[config.mk]
export PLATFORM = sky130hd
export DESIGN_NAME = result_mailbox_monitor
export DESIGN_NICKNAME = d
export VERILOG_FILES = /design/src/rtl/result_mailbox_monitor.sv
export SDC_FILE = /design/constraint.sdc
export NUM_CORES = 1
export LEC_CHECK = 0
export CORE_ASPECT_RATIO = 0.7
export CORE_UTILIZATION = 39
export CTS_CLUSTER_SIZE = 24
export DETAILED_ROUTE_END_ITERATION = 8
export PLACE_DENSITY_LB_ADDON = 0.3
export SLEW_MARGIN = 20
export SYNTH_ARGS = -nofsm -noshare
export SYNTH_HDL_FRONTEND = slang
export SYNTH_SLANG_ARGS = --single-unit
[constraint.sdc]
create_clock -name clk_i -period 3.15 [get_ports clk_i]
set_input_delay 0.4725 -clock clk_i [delete_from_list [all_inputs] [get_ports clk_i]]
set_output_delay 0.4725 -clock clk_i [all_outputs]
set_load 0.02 [all_outputs]
[src/rtl/result_mailbox_monitor.sv]
// Watches the core's data port for stores to a result mailbox word and decides pass, fail or
// timeout once the test-completion PC has issued and outstanding stores have had time to land.
module result_mailbox_monitor #(
    parameter logic [31:0] MAILBOX_ADDR   = 32'h80009000,
    parameter logic [31:0] END_PC         = 32'h800000C4,
    parameter logic [31:0] EXPECTED       = 32'hFFFFFFFF,
    parameter int unsigned DRAIN_CYCLES   = 5,
    parameter int unsigned TIMEOUT_CYCLES = 50000
) (
    input  logic        clk_i,
    input  logic        rst_i,
    input  logic [31:0] opcode_pc_i,
    input  logic        opcode_valid_i,
    input  logic [31:0] mem_d_addr_i,
    input  logic [31:0] mem_d_data_wr_i,
    input  logic [3:0]  mem_d_wr_i,
    input  logic        mem_d_accept_i,
    output logic [31:0] result_o,
    output logic        result_valid_o,
    output logic        done_o,
    output logic        pass_o,
    output logic        timeout_o,
    output logic [31:0] cycle_count_o
);

    localparam logic [31:0] TimeoutLast = 32'(TIMEOUT_CYCLES - 1);
    localparam logic [31:0] DrainLen    = 32'(DRAIN_CYCLES);

    typedef enum logic [1:0] {
        StRun,
        StDrain,
        StDone,
        StTimeout
    } state_e;

    state_e      state_q;
    logic [31:0] result_q;
    logic [31:0] result_d;
    logic [31:0] cycle_q;
    logic [31:0] drain_q;
    logic        valid_q;
    logic        done_q;
    logic        pass_q;
    logic        timeout_q;

    logic        active;
    logic        capture;
    logic        end_hit;
    logic        timeout_hit;
    logic        drain_last;

    always_comb begin
        active      = (state_q == StRun) || (state_q == StDrain);
        capture     = active && (mem_d_wr_i != 4'b0000) && mem_d_accept_i &&
                      (mem_d_addr_i[31:2] == MAILBOX_ADDR[31:2]);
        end_hit     = opcode_valid_i && (opcode_pc_i == END_PC);
        timeout_hit = (cycle_q == TimeoutLast);
        drain_last  = ((drain_q + 32'd1) >= DrainLen);

        // Byte-lane merge: only strobed lanes take new data.
        result_d = result_q;
        for (int b = 0; b < 4; b++) begin
            if (capture && mem_d_wr_i[b]) begin
                result_d[8*b +: 8] = mem_d_data_wr_i[8*b +: 8];
            end
        end
    end

    always_ff @(posedge clk_i) begin
        if (rst_i) begin
            state_q   <= StRun;
            result_q  <= 32'd0;
            valid_q   <= 1'b0;
            done_q    <= 1'b0;
            pass_q    <= 1'b0;
            timeout_q <= 1'b0;
            cycle_q   <= 32'd0;
            drain_q   <= 32'd0;
        end else begin
            if (capture) begin
                result_q <= result_d;
                valid_q  <= 1'b1;
            end

            if (active && (cycle_q != 32'hFFFFFFFF)) begin
                cycle_q <= cycle_q + 32'd1;
            end

            case (state_q)
                StRun: begin
                    // A completion hit takes priority over a coincident timeout.
                    if (end_hit) begin
                        state_q <= StDrain;
                        drain_q <= 32'd0;
                    end else if (timeout_hit) begin
                        state_q   <= StTimeout;
                        timeout_q <= 1'b1;
                    end
                end
                StDrain: begin
                    if (drain_last) begin
                        state_q <= StDone;
                        done_q  <= 1'b1;
                        // Judge on the merged value so a store in the last drain cycle counts.
                        pass_q  <= (valid_q || capture) && (result_d == EXPECTED);
                    end else begin
                        drain_q <= drain_q + 32'd1;
                    end
                end
                StDone: begin
                end
                StTimeout: begin
                end
            endcase
        end
    end

    assign result_o       = result_q;
    assign result_valid_o = valid_q;
    assign done_o         = done_q;
    assign pass_o         = pass_q;
    assign timeout_o      = timeout_q;
    assign cycle_count_o  = cycle_q;

endmodule

==> load_flow_metrics.sql, run 1 <==
INSERT INTO impl_metrics (metric_group, metric, value, unit) VALUES
('worst_setup_path', 'slowest_delay', '0.46', 'ns'),
('synth', 'synth-adder-area-share', '0.0103', ''),
('floorplanning', 'die_x', '136', 'um'),
('route', 'drt.antenna.violating_nets', '0', ''),
('route', 'route.detailed.drc', '0', ''),
('status', 'outcome', 'finished, final reports clean', ''),
('worst_setup_path', 'r2r_slack', '0.24', 'ns'),
('synth', 'synth-edff-count', '0', ''),
('clock_tree', 'ctsHtreeMaxLevel', '3', ''),
('route', 'vias_per_cell', '5.37', ''),
('power_and_ir_drop', 'p_leak', '2.45', 'nW'),
('clock_tree', 'count_of_clock_tree_sinks', '102', ''),
('final_layout', 'layout_stage_area_growth_over_the_synthesis_result', '45.4', '%'),
('synth', 'number_of_instances_in_the_synthesized_netlist', '552', ''),
('synth', 'synth_top_family_by_area', 'simple AND/OR/NAND/NOR gates', ''),
('sta', 'finalSetupTns', '0', 'ns'),
('final_layout', 'final_util', '0.594', ''),
('worst_setup_path', 'worst_r2r_startpoint', 'drain_q[10]$_SDFFE_PP0P_', ''),
('global_routing', 'global_route.peak_usage_layer', 'met2', ''),
('power_and_ir_drop', 'total_power', '0.00255', 'W'),
('floorplanning', 'die_h', '95.6', 'um'),
('clock_tree', 'root_buffer', 'sky130_fd_sc_hd__clkbuf_16', ''),
('placement', 'placement.setup.worst_slack', '0.172', 'ns'),
('clock_tree', 'postCtsHoldBufs', '0', ''),
('global_routing', 'met2_track_utilization_from_global_routing', '0.336', ''),
('sta', 'fin_ws', '0.239', 'ns'),
('sta', 'pin_slew_with_the_least_headroom_to_its_limit', '1.02', 'ns'),
('clock_tree', 'post_cts_clock_slew_at_the_launch_and_capture_registers_of_the_worst_setup_and_hold_paths', '0.07', 'ns'),
('global_routing', 'vias_in_the_first_global_route', '4541', ''),
('worst_hold_path', 'hold_path_class', 'in -> reg', ''),
('final_layout', 'fraction_of_layout_instances_using_a_drive_strength_above_1', '0.0642', ''),
('floorplanning', 'top_level_ports', '172', ''),
('sta', 'layout_worst_path_cycle_share', '0.924', ''),
('worst_setup_path', 'start_to_end_type_of_the_worst_setup_path', 'reg -> reg', ''),
('worst_setup_path', 'crit-reg2reg-capture', 'drain_q[2]$_SDFFE_PP0P_', ''),
('worst_setup_path', 'critPathLaunchType', 'register', ''),
('worst_hold_path', 'hp-start', 'rst_i', ''),
('synth', 'syn_nets', '660', ''),
('synth', 'netlist-cell-type-count', '49', ''),
('sta', 'final_period_minus_worst_setup_slack', '2.91', 'ns'),
('worst_hold_path', 'min_to', 'result_valid_o$_SDFFE_PP0N_', ''),
('final_layout', 'finalInstanceArea', '0.00709', 'mm^2'),
('sta', 'rsz0062_at_grt', 'false', ''),
('final_layout', 'fin_nets', '835', ''),
('floorplanning', 'start_util', '0.409', ''),
('route', 'drt_iter0_markers', '275', ''),
('synth', 'synth_compound_area_frac', '0.0721', ''),
('clock_tree', 'cts.path.max_buffers', '2', ''),
('worst_setup_path', 'crit_slowest_cell', 'sky130_fd_sc_hd__or3_4', ''),
('synth', 'area_share_of_and_or_nand_nor_cells_after_synthesis', '0.330', ''),
('floorplanning', 'floorplan_core_area', '0.0119', 'mm^2'),
('floorplanning', 'placementRows', '33', ''),
('worst_hold_path', 'whs_path_depth', '2', ''),
('clock_tree', 'cts.repair_timing.setup_buffer_count', '0', ''),
('route', 'totalWireLength', '13.4', 'mm'),
('final_layout', 'antenna-diode-count', '0', ''),
('placement', 'dp_hpwl', '10.3', 'mm'),
('sta', 'finalHoldViolations', '0', ''),
('placement', 'place.port_buffers', '169', ''),
('synth', 'post_synth_mux_area_share', '0.0718', ''),
('global_routing', 'grt.total_usage', '0.214', ''),
('sta', 'slew_viol_final', '0', ''),
('global_routing', 'grt.met1_usage', '0.271', ''),
('global_routing', 'grtUsageMet3', '0.0675', ''),
('sta', 'slew_headroom', '0.311', ''),
('worst_setup_path', 'worst_ep_arrival_time', '3.16', 'ns'),
('floorplanning', 'dieArea', '0.0130', 'mm^2'),
('synth', 'yosysWarnings', '0', ''),
('clock_tree', 'clkLatencyLatePin', '0.35', 'ns'),
('synth', 'synth_area', '0.00488', 'mm^2'),
('clock_tree', 'tritoncts', 'built', '');
==> kinds of logic after synthesis <==
logic type      Yosys count
compound gates           50
xor+xnor                 40
fa+ha+maj                 4
buf+inv                  31
flops                   102
mux                      35
simple gates            290
==> stage by stage <==
step                      hold WS [ns]  cells
after floorplan                  0.446    552
after global placement           0.434    873
after detailed placement         0.460    873
after CTS                        0.317    889
after global routing             0.322    889
final                            0.330    889
==> flip-flops by register name, summed over array words and instances (netlist names) <==
signal	cells
cycle_count_o	32
drain_q	32
result_o	32
state_q	2
done_o	1
pass_o	1
result_valid_o	1
timeout_o	1
==> layer usage <==
| metal | part of all wire | vias up |
|---|---|---|
| li1 | - | 2349 |
| met1 | 0.46 | 2206 |
| met2 | 0.43 | 195 |
| met3 | 0.085 | 25 |
| met4 | 0.022 | 0 |
| met5 | 0 | - |
==> placed cells by master, fill, tap and decap left out, types with 3 or more instances in the layout <==
master	Yosys	layout
sky130_fd_sc_hd__nand4_1	40	40
sky130_fd_sc_hd__or4_1	4	4
sky130_fd_sc_hd__clkdlybuf4s50_1	0	168
sky130_fd_sc_hd__nor2_1	77	77
sky130_fd_sc_hd__and4_1	6	6
sky130_fd_sc_hd__nand2_1	27	27
sky130_fd_sc_hd__nor4_1	20	19
sky130_fd_sc_hd__or3_1	10	10
sky130_fd_sc_hd__and2_1	35	35
sky130_fd_sc_hd__inv_1	12	12
sky130_fd_sc_hd__ha_1	4	4
sky130_fd_sc_hd__xor2_1	30	30
sky130_fd_sc_hd__mux2i_1	35	35
sky130_fd_sc_hd__a21oi_1	11	11
sky130_fd_sc_hd__xnor2_1	10	10
sky130_fd_sc_hd__clkinvlp_4	0	3
sky130_fd_sc_hd__nand3_1	28	28
sky130_fd_sc_hd__buf_4	0	14
sky130_fd_sc_hd__nor3_1	12	12
sky130_fd_sc_hd__and3_1	6	6
sky130_fd_sc_hd__a31oi_1	4	4
sky130_fd_sc_hd__dfxtp_1	102	102
sky130_fd_sc_hd__o21ai_0	14	14
sky130_fd_sc_hd__or2_2	4	4
sky130_fd_sc_hd__nor4b_1	11	11
sky130_fd_sc_hd__clkbuf_16	0	9
==> worst max-delay path: cells and delay by family (launching register included) <==
family | cells | cell delay [ns]
flip-flops | 1 | 0.42
AND/OR/NAND/NOR | 5 | 1.77
AO/OA/AOI/OAI | 3 | 0.63
==> synth_stat cells (all sizes together), types with 6 or more instances <==
library cell,instances,area share
nor4,21,0.028
and3,6,0.0077
xnor2,10,0.018
nor2,77,0.059
or3,12,0.017
nor4b,11,0.020
clkbuf,15,0.012
a21oi,12,0.013
mux2i,35,0.072
dfxtp,102,0.42
and4,6,0.011
xor2,30,0.054
o21ai,14,0.014
and2,35,0.045
nand2,27,0.021
nand3,29,0.032
inv,12,0.0092
nor3,12,0.012
nand4,41,0.054
==> cell type report <==
cell class	count	area (um^2)
Sequential cell	102	2040
Fill cell	1039	4840
Tap cell	157	196
Clock inverter	5	42.5
Timing Repair Buffer	183	1790
Inverter	12	45.0
Multi-Input combinational cell	419	2730
Clock buffer	11	243
==> how the worst max path moves through the flow <==
stage	start	end	slack, ns	cells past startpoint
floorplan	drain_q[0]$_SDFFE_PP0P_	drain_q[2]$_SDFFE_PP0P_	0.27	9
global placement	mem_d_addr_i[26]	pass_o$_SDFFE_PP0P_	0.20	10
detailed placement	mem_d_addr_i[26]	pass_o$_SDFFE_PP0P_	0.17	10
CTS	drain_q[0]$_SDFFE_PP0P_	drain_q[2]$_SDFFE_PP0P_	0.23	10
global route	drain_q[0]$_SDFFE_PP0P_	drain_q[2]$_SDFFE_PP0P_	0.01	10
finish	drain_q[10]$_SDFFE_PP0P_	drain_q[2]$_SDFFE_PP0P_	0.24	8
==> power breakdown <==
part           leakage (nW)  switching [W]  internal (W)
Sequential            0.822     0.00000434       0.00129
Clock                 0.130       0.000505      0.000567
Combinational          1.50      0.0000571      0.000127
Total                  2.45       0.000567       0.00198
No activity file was read; power rests on OpenSTA's default activity.
==> run 2, diff against run 1 <==
Settings changed: DONT_BUFFER_PORTS set to 1.
==> run 2 against run 1 <==
  * Register-to-register slack got worse by 0.04 ns
  * Total power fell by 5.6%
  * Critical path depth is 1 higher
  * Clock-buffer cell count is 1 lower
  * Final cell count is 19% lower
  * Non-clock buffer count decreased by 167
  * Clock power barely moved
  * Fmax decreased by 1.5%
  * Wire length down 12%
  * Largest power group unchanged
==> load_flow_metrics.sql, run 2 (synthesized netlist as in run 1, its figures left out) <==
INSERT INTO impl_metrics (metric_group, metric, value, unit) VALUES
('worst_setup_path', 'crit_fanout', '6', ''),
('sta', 'clock_skew', '0.0109', 'ns'),
('global_routing', 'grt_start_max_net_pins', '72', ''),
('global_routing', 'grt_pass1_wl', '18.6', 'mm'),
('clock_tree', 'count_of_clock_tree_sinks', '102', ''),
('placement', 'place.port_buffers', '0', ''),
('clock_tree', 'cts.path.max_buffers', '2', ''),
('route', 'drt.antenna.violating_nets', '0', ''),
('clock_tree', 'clkLatencyLatePin', '0.35', 'ns'),
('sta', 'layout_worst_path_cycle_share', '0.938', ''),
('worst_setup_path', 'start_to_end_type_of_the_worst_setup_path', 'reg -> reg', ''),
('sta', 'final_period_minus_worst_setup_slack', '2.96', 'ns'),
('global_routing', 'grt_overflow', '0', ''),
('sta', 'setup_violations', '0', ''),
('power_and_ir_drop', 'total_power', '0.00241', 'W'),
('clock_tree', 'tritoncts', 'built', ''),
('power_and_ir_drop', 'max-vdd-ir-drop', '0.219', 'mV'),
('placement', 'dpl.cell_count', '706', ''),
('final_layout', 'antenna-diode-count', '0', ''),
('worst_hold_path', 'hold_path_class', 'in -> reg', ''),
('worst_setup_path', 'crit_path_start', 'drain_q[1]$_SDFFE_PP0P_', ''),
('power_and_ir_drop', 'p_leak', '1.85', 'nW'),
('route', 'route.detailed.wl_per_inst', '16.4', 'um'),
('sta', 'pin_slew_with_the_least_headroom_to_its_limit', '1.08', 'ns'),
('clock_tree', 'root_buffer', 'sky130_fd_sc_hd__clkbuf_16', ''),
('sta', 'slew_viol_final', '0', ''),
('worst_setup_path', 'critPathLaunchType', 'register', ''),
('floorplanning', 'start_util', '0.409', ''),
('global_routing', 'grt.total_usage', '0.185', ''),
('final_layout', 'layout.cells.most_common', 'sky130_fd_sc_hd__dfxtp_1', ''),
('clock_tree', 'cts.repair_timing.setup_buffer_count', '0', ''),
('floorplanning', 'floorplan_core_area', '0.0119', 'mm^2'),
('worst_hold_path', 'hp-start', 'rst_i', ''),
('final_layout', 'post_layout_nonfiller_instances', '722', ''),
('final_layout', 'layout_stage_area_growth_over_the_synthesis_result', '11.4', '%'),
('floorplanning', 'dieArea', '0.0130', 'mm^2'),
('floorplanning', 'die_h', '95.6', 'um'),
('clock_tree', 'tritoncts.num_buffers', '9', ''),
('final_layout', 'final_util', '0.455', ''),
('floorplanning', 'placementRows', '33', ''),
('floorplanning', 'top_level_ports', '172', ''),
('placement', 'place.gp.congestion', '0.880', ''),
('sta', 'finalHoldViolations', '0', ''),
('sta', 'maxClockFrequency', '338', 'MHz'),
('clock_tree', 'cts_resized', '0', ''),
('route', 'routed-via-count', '4135', ''),
('route', 'drt_iter0_markers', '216', ''),
('sta', 'worst_hold_slack', '0.182', 'ns'),
('route', 'totalWireLength', '11.8', 'mm'),
('worst_setup_path', 'worst_ep_arrival_time', '3.20', 'ns'),
('clock_tree', 'post_cts_clock_slew_at_the_launch_and_capture_registers_of_the_worst_setup_and_hold_paths', '0.08', 'ns'),
('placement', 'placement.setup.worst_slack', '0.176', 'ns'),
('final_layout', 'layout_common_cells', '102 x sky130_fd_sc_hd__dfxtp_1, 77 x sky130_fd_sc_hd__nor2_1, 40 x sky130_fd_sc_hd__nand4_1, 35 x sky130_fd_sc_hd__and2_1, 35 x sky130_fd_sc_hd__mux2i_1', ''),
('placement', 'dp_hpwl', '9.02', 'mm'),
('clock_tree', 'postCtsHoldBufs', '0', ''),
('worst_setup_path', 'critical_path_required', '3.40', 'ns'),
('global_routing', 'vias_in_the_first_global_route', '3778', ''),
('status', 'outcome', 'finished, final reports clean', ''),
('route', 'route.detailed.drc', '0', ''),
('clock_tree', 'ctsHtreeMaxLevel', '3', ''),
('worst_setup_path', 'worst_r2r_startpoint', 'drain_q[1]$_SDFFE_PP0P_', ''),
('global_routing', 'initial_antenna_violation_count', '0', ''),
('floorplanning', 'die_x', '136', 'um'),
('final_layout', 'fraction_of_layout_instances_using_a_drive_strength_above_1', '0.0903', ''),
('sta', 'fin_ws', '0.195', 'ns'),
('final_layout', 'fin_nets', '668', ''),
('route', 'drt_pre_antenna_iters', '5', ''),
('run', 'maxCapViolCount', '0', ''),
('sta', 'slew_headroom', '0.277', ''),
('route', 'vias_per_cell', '5.73', ''),
('worst_setup_path', 'worst_setup_path_end_kind', 'register', ''),
('power_and_ir_drop', 'power_density', '443', 'mW/mm^2');
[run 2: cell types whose count changed in the layout (fill, tap and decap cells not counted), moves of 2 or more]
cell | before | now
sky130_fd_sc_hd__clkdlybuf4s50_1 | 168 | 0
sky130_fd_sc_hd__clkinvlp_4 | 3 | 1
sky130_fd_sc_hd__buf_4 | 14 | 16
sky130_fd_sc_hd__inv_6 | 1 | 3
[run 2: stage by stage]
step,setup TNS [ns],area (um^2)
global route,-0.00677,5440
floorplan,0,4880
global placement,0,5120
detailed placement,0,5120
finish,0,5440
CTS,0,5410
[run 2: critical path: stages (launching register included)]
cell                        delay, ns
sky130_fd_sc_hd__dfxtp_1         0.42
sky130_fd_sc_hd__ha_1            0.24
sky130_fd_sc_hd__nand3_2         0.17
sky130_fd_sc_hd__or3_4           0.40
sky130_fd_sc_hd__or3_1           0.37
sky130_fd_sc_hd__a21oi_2         0.15
sky130_fd_sc_hd__o2111ai_2       0.15
sky130_fd_sc_hd__or3_4           0.45
sky130_fd_sc_hd__nand3b_4        0.16
sky130_fd_sc_hd__a2111oi_2       0.33
[run 2: final timing paths]
kind	to	slack, ns	cells past startpoint
max	drain_q[2]$_SDFFE_PP0P_	0.19	9
min	cycle_count_o[29]$_SDFFE_PP0P_	0.18	1
max reg2reg	drain_q[2]$_SDFFE_PP0P_	0.19	9
min reg2reg	drain_q[22]$_SDFFE_PP0P_	0.51	1
[run 2: report_power, final]
group | total (W) | switching [W] | internal (W)
clock network | 0.00109 | 0.000528 | 0.000558
registers | 0.00130 | 0.00000815 | 0.00129
logic | 0.0000239 | 0.0000114 | 0.0000125
[run 2: cell type report]
type | count | area [um^2]
sequential | 102 | 2040
inverter | 12 | 45.0
clock buffer | 10 | 229
fill | 1117 | 6500
timing repair buffer | 16 | 120
tap | 157 | 196
clock inverter | 6 | 61.3
multi-input combinational | 419 | 2740
[run 2: layer usage]
metal	up-vias	track usage	routed length, um
li1	2010	-	-
met5	-	0	0
met3	7	0.0595	932
met2	194	0.289	5230
met1	1924	0.244	5570
met4	0	0.0552	100
==> RTL change 1, RTL diff (flow settings as in run 2) <==
Add an input register stage for `opcode_pc_i`, `opcode_valid_i`, `mem_d_addr_i`, `mem_d_data_wr_i`, `mem_d_wr_i` and `mem_d_accept_i`, with the module's reset; this delays them by one clock.
--- a/src/rtl/result_mailbox_monitor.sv
+++ b/src/rtl/result_mailbox_monitor.sv
@@ -34,4 +34,29 @@
     } state_e;
 
+    logic [31:0] opcode_pc_q;
+    logic opcode_valid_q;
+    logic [31:0] mem_d_addr_q;
+    logic [31:0] mem_d_data_wr_q;
+    logic [3:0] mem_d_wr_q;
+    logic mem_d_accept_q;
+
+    always_ff @(posedge clk_i) begin
+        if (rst_i) begin
+            opcode_pc_q     <= '0;
+            opcode_valid_q  <= '0;
+            mem_d_addr_q    <= '0;
+            mem_d_data_wr_q <= '0;
+            mem_d_wr_q      <= '0;
+            mem_d_accept_q  <= '0;
+        end else begin
+            opcode_pc_q     <= opcode_pc_i;
+            opcode_valid_q  <= opcode_valid_i;
+            mem_d_addr_q    <= mem_d_addr_i;
+            mem_d_data_wr_q <= mem_d_data_wr_i;
+            mem_d_wr_q      <= mem_d_wr_i;
+            mem_d_accept_q  <= mem_d_accept_i;
+        end
+    end
+
     state_e      state_q;
     logic [31:0] result_q;
@@ -52,7 +77,7 @@
     always_comb begin
         active      = (state_q == StRun) || (state_q == StDrain);
-        capture     = active && (mem_d_wr_i != 4'b0000) && mem_d_accept_i &&
-                      (mem_d_addr_i[31:2] == MAILBOX_ADDR[31:2]);
-        end_hit     = opcode_valid_i && (opcode_pc_i == END_PC);
+        capture     = active && (mem_d_wr_q != 4'b0000) && mem_d_accept_q &&
+                      (mem_d_addr_q[31:2] == MAILBOX_ADDR[31:2]);
+        end_hit     = opcode_valid_q && (opcode_pc_q == END_PC);
         timeout_hit = (cycle_q == TimeoutLast);
         drain_last  = ((drain_q + 32'd1) >= DrainLen);
@@ -61,6 +86,6 @@
         result_d = result_q;
         for (int b = 0; b < 4; b++) begin
-            if (capture && mem_d_wr_i[b]) begin
-                result_d[8*b +: 8] = mem_d_data_wr_i[8*b +: 8];
+            if (capture && mem_d_wr_q[b]) begin
+                result_d[8*b +: 8] = mem_d_data_wr_q[8*b +: 8];
             end
         end
Behaviour: not the same (a bounded check fails within 4 cycles, from zero or initial values and one cycle with rst_i high).
==> RTL change 1 against run 2 <==
Total power rose by 110%. Fmax rose by 4.0%. Synthesized cell count rose by 46%. Worst setup slack improved by 110 ps. Design area rose by 60%. Wire length rose by 44%. Core utilization fell by 0.14 points. Clock power rose by 120%. Clock skew rose by 16 ps. Synthesized area rose by 59%. Highest routed layer is now met5. Sequential cell count rose by 100.
==> RTL change 1: results (changes against run 2) <==
CELLS AND AREA
--------------------------------------------------------------------------------
Fin nets ..........................................................          907   +36%
Filler Cell Count .................................................         1805   +62%
Share of layout cells above drive strength 1 ......................       0.0813   -0.00898
Filler-free cell count of the finished design .....................         1083   +50%

SETUP PATH
--------------------------------------------------------------------------------
Crit Reg-Reg Startpoint ...........................................   drain_q[0]
R2r endpoint ......................................................  drain_q[20]
R2R Setup Slk .....................................................       310 ps   +110 ps
Crit path max fanout ..............................................           16   +10

CLOCK TREE
--------------------------------------------------------------------------------
Clock slew at reported path FFs ...................................        60 ps   -20 ps
Clk_lat worst skew ................................................       500 ps   +150 ps
Clock buffer count from CTS .......................................           20   +11
H-tree lvl count ..................................................            1   -2
Max clock buf depth ...............................................            3   +1

STA
--------------------------------------------------------------------------------
Worst Clk Skew ....................................................      27.2 ps   +16.4 ps

LOGIC SYNTHESIS
--------------------------------------------------------------------------------
Syn Inst Count ....................................................          804   +46%
Cell types with the highest counts after synthesis ................ sky130_fd_sc_hd__dfxtp_1 (202), sky130_fd_sc_hd__nor2b_1 (102), sky130_fd_sc_hd__nor2_1 (84), sky130_fd_sc_hd__nand2_1 (54), sky130_fd_sc_hd__mux2i_1 (40)
Unique cell type count in the Yosys netlist .......................           58   +18%
Most used flip-flop cell after synthesis .......................... sky130_fd_sc_hd__dfxtp_1
Leading cell types by total area after synthesis .................. sky130_fd_sc_hd__dfxtp_1 (52%), sky130_fd_sc_hd__nor2b_1 (8.2%), sky130_fd_sc_hd__mux2i_1 (5.2%), sky130_fd_sc_hd__nor2_1 (4.1%), sky130_fd_sc_hd__nand2_1 (2.6%)
Seq/Total Area, Yosys .............................................        0.520   +0.102

DETAILED ROUTING
--------------------------------------------------------------------------------
Total iterations of the first detailed-routing run ................            4   -1
Avg WL per Cell ................................................... 15.7 microns   -4.3%
Routed via count ..................................................         5535   +34%
First-iteration detailed-routing DRC count ........................          262   +21%

GLOBAL ROUTING
--------------------------------------------------------------------------------
Number of antenna violations at the first check in global routing .            9   +9
Met2 demand-to-capacity share in global routing ...................        0.242   -0.0471
GR met1 Demand/Resource ...........................................        0.230   -0.0140
Met3 track utilization from global routing ........................       0.0653   +0.00576
Maximum number of pins on one net before global-route repair ......          176   +140%
Number of global-route vias before repair .........................         5190   +37%
All-layer global routing usage ....................................        0.167   -0.0185
Wire length of the first global-routing pass ...................... 27400 microns   +47%

PLACEMENT
--------------------------------------------------------------------------------
Cell count after placement ........................................         1041   +47%
Detailed placement HPWL ........................................... 12100 microns   +34%
Placer congestion estimate ........................................        0.796   -9.6%

STATUS
--------------------------------------------------------------------------------
Status ............................................................    completed

POWER AND IR DROP
--------------------------------------------------------------------------------
Leakage power .....................................................      3.08 nW   +67%
Sw Pwr ............................................................      1.04 mW   +90%
Peak supply drop ..................................................     0.399 mV   +82%

HOLD PATH
--------------------------------------------------------------------------------
Hold Crit Class ...................................................       in2reg
Hold Crit Endpoint ................................................ result_o[21]

RTL change 1: layout make-up:
type / instances / share of cell area
antenna: 7 / 0.00201
clock buffer: 27 / 0.0662
clock inverter: 8 / 0.00948
inverter: 14 / 0.00603
multi-input combinational: 551 / 0.405
sequential: 202 / 0.464
tap: 264 / 0.0379
timing repair buffer: 10 / 0.00862
RTL change 1: power groups by stage:
stage	registers, mW	logic, mW	clock network, mW
2_1_floorplan	2.71	0.0934	0
3_3_place_gp	2.72	0.0775	0
3_5_place_dp	2.72	0.0785	0
4_1_cts	2.66	0.0788	2.41
5_1_grt	2.67	0.0882	2.52
6_report	2.66	0.0762	2.35
RTL change 1: worst max path at each step:
stage               slack, ps  cells past startpoint     endpoint  startpoint
floorplan                 730                      9   state_q[1]  drain_q[0]
global placement          390                      9  drain_q[20]  drain_q[0]
detailed placement        330                      9  drain_q[20]  drain_q[1]
CTS                       300                      9  drain_q[20]  drain_q[0]
global route              100                     10  drain_q[25]  drain_q[0]
finish                    310                      9  drain_q[20]  drain_q[0]
RTL change 1: stage by stage:
step / cell area [sq um] / hold slack, ps / setup WS, ps
floorplan: 7770 / 416 / 732
global placement: 8030 / 444 / 388
detailed placement: 8030 / 449 / 326
CTS: 8690 / 21.0 / 304
global route: 8710 / 20.9 / 103
finish: 8710 / 47.8 / 308
RTL change 1: critical path, stage by stage (launching register included):
cell,delay (ps)
sky130_fd_sc_hd__dfxtp_1,380
sky130_fd_sc_hd__ha_1,330
sky130_fd_sc_hd__or3_2,430
sky130_fd_sc_hd__a21boi_0,190
sky130_fd_sc_hd__mux2i_1,100
sky130_fd_sc_hd__nor4b_1,440
sky130_fd_sc_hd__nand4_2,270
sky130_fd_sc_hd__o21ai_2,210
sky130_fd_sc_hd__buf_4,240
sky130_fd_sc_hd__a211oi_1,110
RTL change 1: kinds of logic after synthesis:
| kind of cell | count (synthesis) | share of synthesized area |
|---|---|---|
| compound gates | 80 | 0.0715 |
| buf+inv | 51 | 0.0280 |
| mux | 41 | 0.0530 |
| xor+xnor | 39 | 0.0440 |
| simple gates | 386 | 0.275 |
| fa+ha+maj | 5 | 0.00773 |
| flops | 202 | 0.520 |
RTL change 1: layer usage:
| layer | wire length (microns) | vias up |
|---|---|---|
| met4 | 347 | 4 |
| met2 | 6840 | 188 |
| met5 | 22 | - |
| li1 | - | 2795 |
| met1 | 8090 | 2519 |
| met3 | 1700 | 29 |
==> RTL change 2, RTL diff (settings of run 2) <==
Made on the original files. Set the parameter `EXPECTED` to 32'h7FFFFFFF (it was 32'hFFFFFFFF).
--- a/src/rtl/result_mailbox_monitor.sv
+++ b/src/rtl/result_mailbox_monitor.sv
@@ -4,5 +4,5 @@
     parameter logic [31:0] MAILBOX_ADDR   = 32'h80009000,
     parameter logic [31:0] END_PC         = 32'h800000C4,
-    parameter logic [31:0] EXPECTED       = 32'hFFFFFFFF,
+    parameter logic [31:0] EXPECTED       = 32'h7FFFFFFF,
     parameter int unsigned DRAIN_CYCLES   = 5,
     parameter int unsigned TIMEOUT_CYCLES = 50000
Behaviour: not the same (a bounded check fails within 10 cycles, from zero or initial values and one cycle with rst_i high).
==> RTL change 2 against run 2 <==
Design area rose by 0.69%. Highest routed layer unchanged. Total power fell by 1.8%. Critical endpoint unchanged. Clock skew fell by 3.6 ps. Synthesized area rose by 1.7%. Worst setup slack got worse by 40 ps. Sequential cell count did not move. Wire length rose by 3.5%. Critical path depth rose by 1.
==> RTL change 2: results (changes against run 2) <==
GLOBAL ROUTING
---------------------------------------------------------------------------
Maximum number of pins on one net before global-route repair .          105   +46%
GR met1 Demand/Resource ......................................        0.245   +0.000727
All-layer global routing usage ...............................        0.189   +0.00353
Met3 track utilization from global routing ...................       0.0716   +0.0121
Wire length of the first global-routing pass ................. 19300 microns   +3.5%
Met2 demand-to-capacity share in global routing ..............        0.294   +0.00573

PLACEMENT
---------------------------------------------------------------------------
Placer congestion estimate ...................................        0.858   -2.5%
Post-Place Worst Slack .......................................       220 ps   +44.4 ps
Detailed placement HPWL ...................................... 9270 microns   +2.7%

SETUP PATH
---------------------------------------------------------------------------
R2R Setup Slk ................................................       150 ps   -40 ps

DETAILED ROUTING
---------------------------------------------------------------------------
Routed via count .............................................         4238   +2.5%
Total iterations of the first detailed-routing run ...........            4   -1
Avg WL per Cell .............................................. 16.7 microns   +2.1%
First-iteration detailed-routing DRC count ...................          258   +19%

STA
---------------------------------------------------------------------------
Worst-case hold slack ........................................       201 ps   +18.7 ps
Worst Clk Skew ...............................................      7.23 ps   -3.63 ps
Worst slew slack as a fraction of its limit ..................        0.573   +0.296

POWER AND IR DROP
---------------------------------------------------------------------------
Leakage power ................................................      1.76 nW   -4.5%

LOGIC SYNTHESIS
---------------------------------------------------------------------------
Post-synthesis mux area share ................................       0.0749   +0.00309
Xor and xnor area share after synthesis ......................       0.0618   -0.0100
Adder and majority cell fraction of the synthesized area .....       0.0101   -0.000171
Fraction of the mapped netlist area in compound gates ........       0.0706   -0.00145
Average instance area after synthesis ........................   8.84 sq um   about the same
Post-synth EDFFs .............................................            0   unchanged
Seq/Total Area, Yosys ........................................        0.412   -0.00697
Unique cell type count in the Yosys netlist ..................           54   +10%
Leading cell types by total area after synthesis ............. sky130_fd_sc_hd__dfxtp_1 (41%), sky130_fd_sc_hd__mux2i_1 (7.3%), sky130_fd_sc_hd__nor2_1 (6.2%), sky130_fd_sc_hd__nor3b_1 (4.2%), sky130_fd_sc_hd__nand4_1 (3.9%)
Cell types with the highest counts after synthesis ........... sky130_fd_sc_hd__dfxtp_1 (102), sky130_fd_sc_hd__nor2_1 (82), sky130_fd_sc_hd__mux2i_1 (36), sky130_fd_sc_hd__nand4_1 (31), sky130_fd_sc_hd__nor3b_1 (28)

CELLS AND AREA
---------------------------------------------------------------------------
Share of layout cells above drive strength 1 .................       0.0772   -0.0131
Fin nets .....................................................          674   +0.90%

FLOORPLANNING
---------------------------------------------------------------------------
Overall die area .............................................  13200 sq um   +1.7%

HOLD PATH
---------------------------------------------------------------------------
Hold Crit Endpoint ...........................................  result_o[0]

STATUS
---------------------------------------------------------------------------
Status .......................................................    completed

## RTL change 2: cell types whose count changed in the layout (fill, tap and decap cells not counted), moves of 5 or more
cell                      change
sky130_fd_sc_hd__nor3_1       +7
sky130_fd_sc_hd__a31oi_1      +5
sky130_fd_sc_hd__xor2_1      -12
sky130_fd_sc_hd__and2_1      -24
sky130_fd_sc_hd__nor2_1       +5
sky130_fd_sc_hd__nand3_1      -8
sky130_fd_sc_hd__nand4_1      -9
sky130_fd_sc_hd__xnor2_1      +7
sky130_fd_sc_hd__nor3b_1     +27
## RTL change 2: power breakdown
group / internal (mW) / leakage (nW) / switching (mW) / total (mW)
Sequential: 1.29 / 0.822 / 0.00795 / 1.30
Clock: 0.564 / 0.135 / 0.482 / 1.05
Combinational: 0.0119 / 0.807 / 0.00653 / 0.0185
## RTL change 2: kinds of logic after synthesis
group | after synthesis
xor+xnor | 35
flops | 102
mux | 37
simple gates | 294
fa+ha+maj | 4
compound gates | 55
buf+inv | 34
## RTL change 2: how the worst max path moves through the flow
stage / slack, ps / from / to / cells after the start
floorplan: 310 / drain_q[0] / state_q[1] / 10
global placement: 300 / drain_q[0] / drain_q[2] / 10
detailed placement: 220 / drain_q[1] / drain_q[2] / 10
CTS: 190 / drain_q[1] / drain_q[2] / 10
global route: 10 / drain_q[1] / drain_q[2] / 10
finish: 150 / drain_q[1] / drain_q[2] / 10
## RTL change 2: per-layer routing
layer,part of all wire,vias to the layer above
met5,0,-
met1,0.47,2005
met3,0.083,9
met4,0.0082,0
met2,0.44,159
li1,-,2065
## RTL change 2: through the flow
| stage | utilization | area [sq um] | std cells |
|---|---|---|---|
| finish | 0.441 | 5470 | 732 |
| floorplan | - | 4960 | 561 |
| CTS | 0.440 | 5460 | 732 |
| global route | 0.441 | 5470 | 732 |
| detailed placement | 0.418 | 5190 | 717 |
| global placement | 0.418 | 5190 | 717 |
## RTL change 2: worst max-delay path, stage by stage, from the launching register on
cell and delay (ps):
sky130_fd_sc_hd__dfxtp_1 340, sky130_fd_sc_hd__ha_1 310, sky130_fd_sc_hd__nand3_1 240, sky130_fd_sc_hd__nor4_2 360, sky130_fd_sc_hd__nand3_1 170, sky130_fd_sc_hd__mux2i_1 150, sky130_fd_sc_hd__or4_1 580, sky130_fd_sc_hd__nor4_4 200
sky130_fd_sc_hd__buf_4 200, sky130_fd_sc_hd__mux2i_1 70, sky130_fd_sc_hd__a221o_1 260
## RTL change 2: layout make-up
type,instances,area (sq um)
clock inverter,3,28.8
tap,162,203
timing repair buffer,16,120
multi-input combinational,425,2790
fill,1212,6950
inverter,12,45.0
clock buffer,12,246
sequential,102,2040
## RTL change 2: timing repair
action / CTS / global route
setup endpoints to repair: 0 / 2
hold buffers: 0 / 0
gates resized for setup: 0 / 2
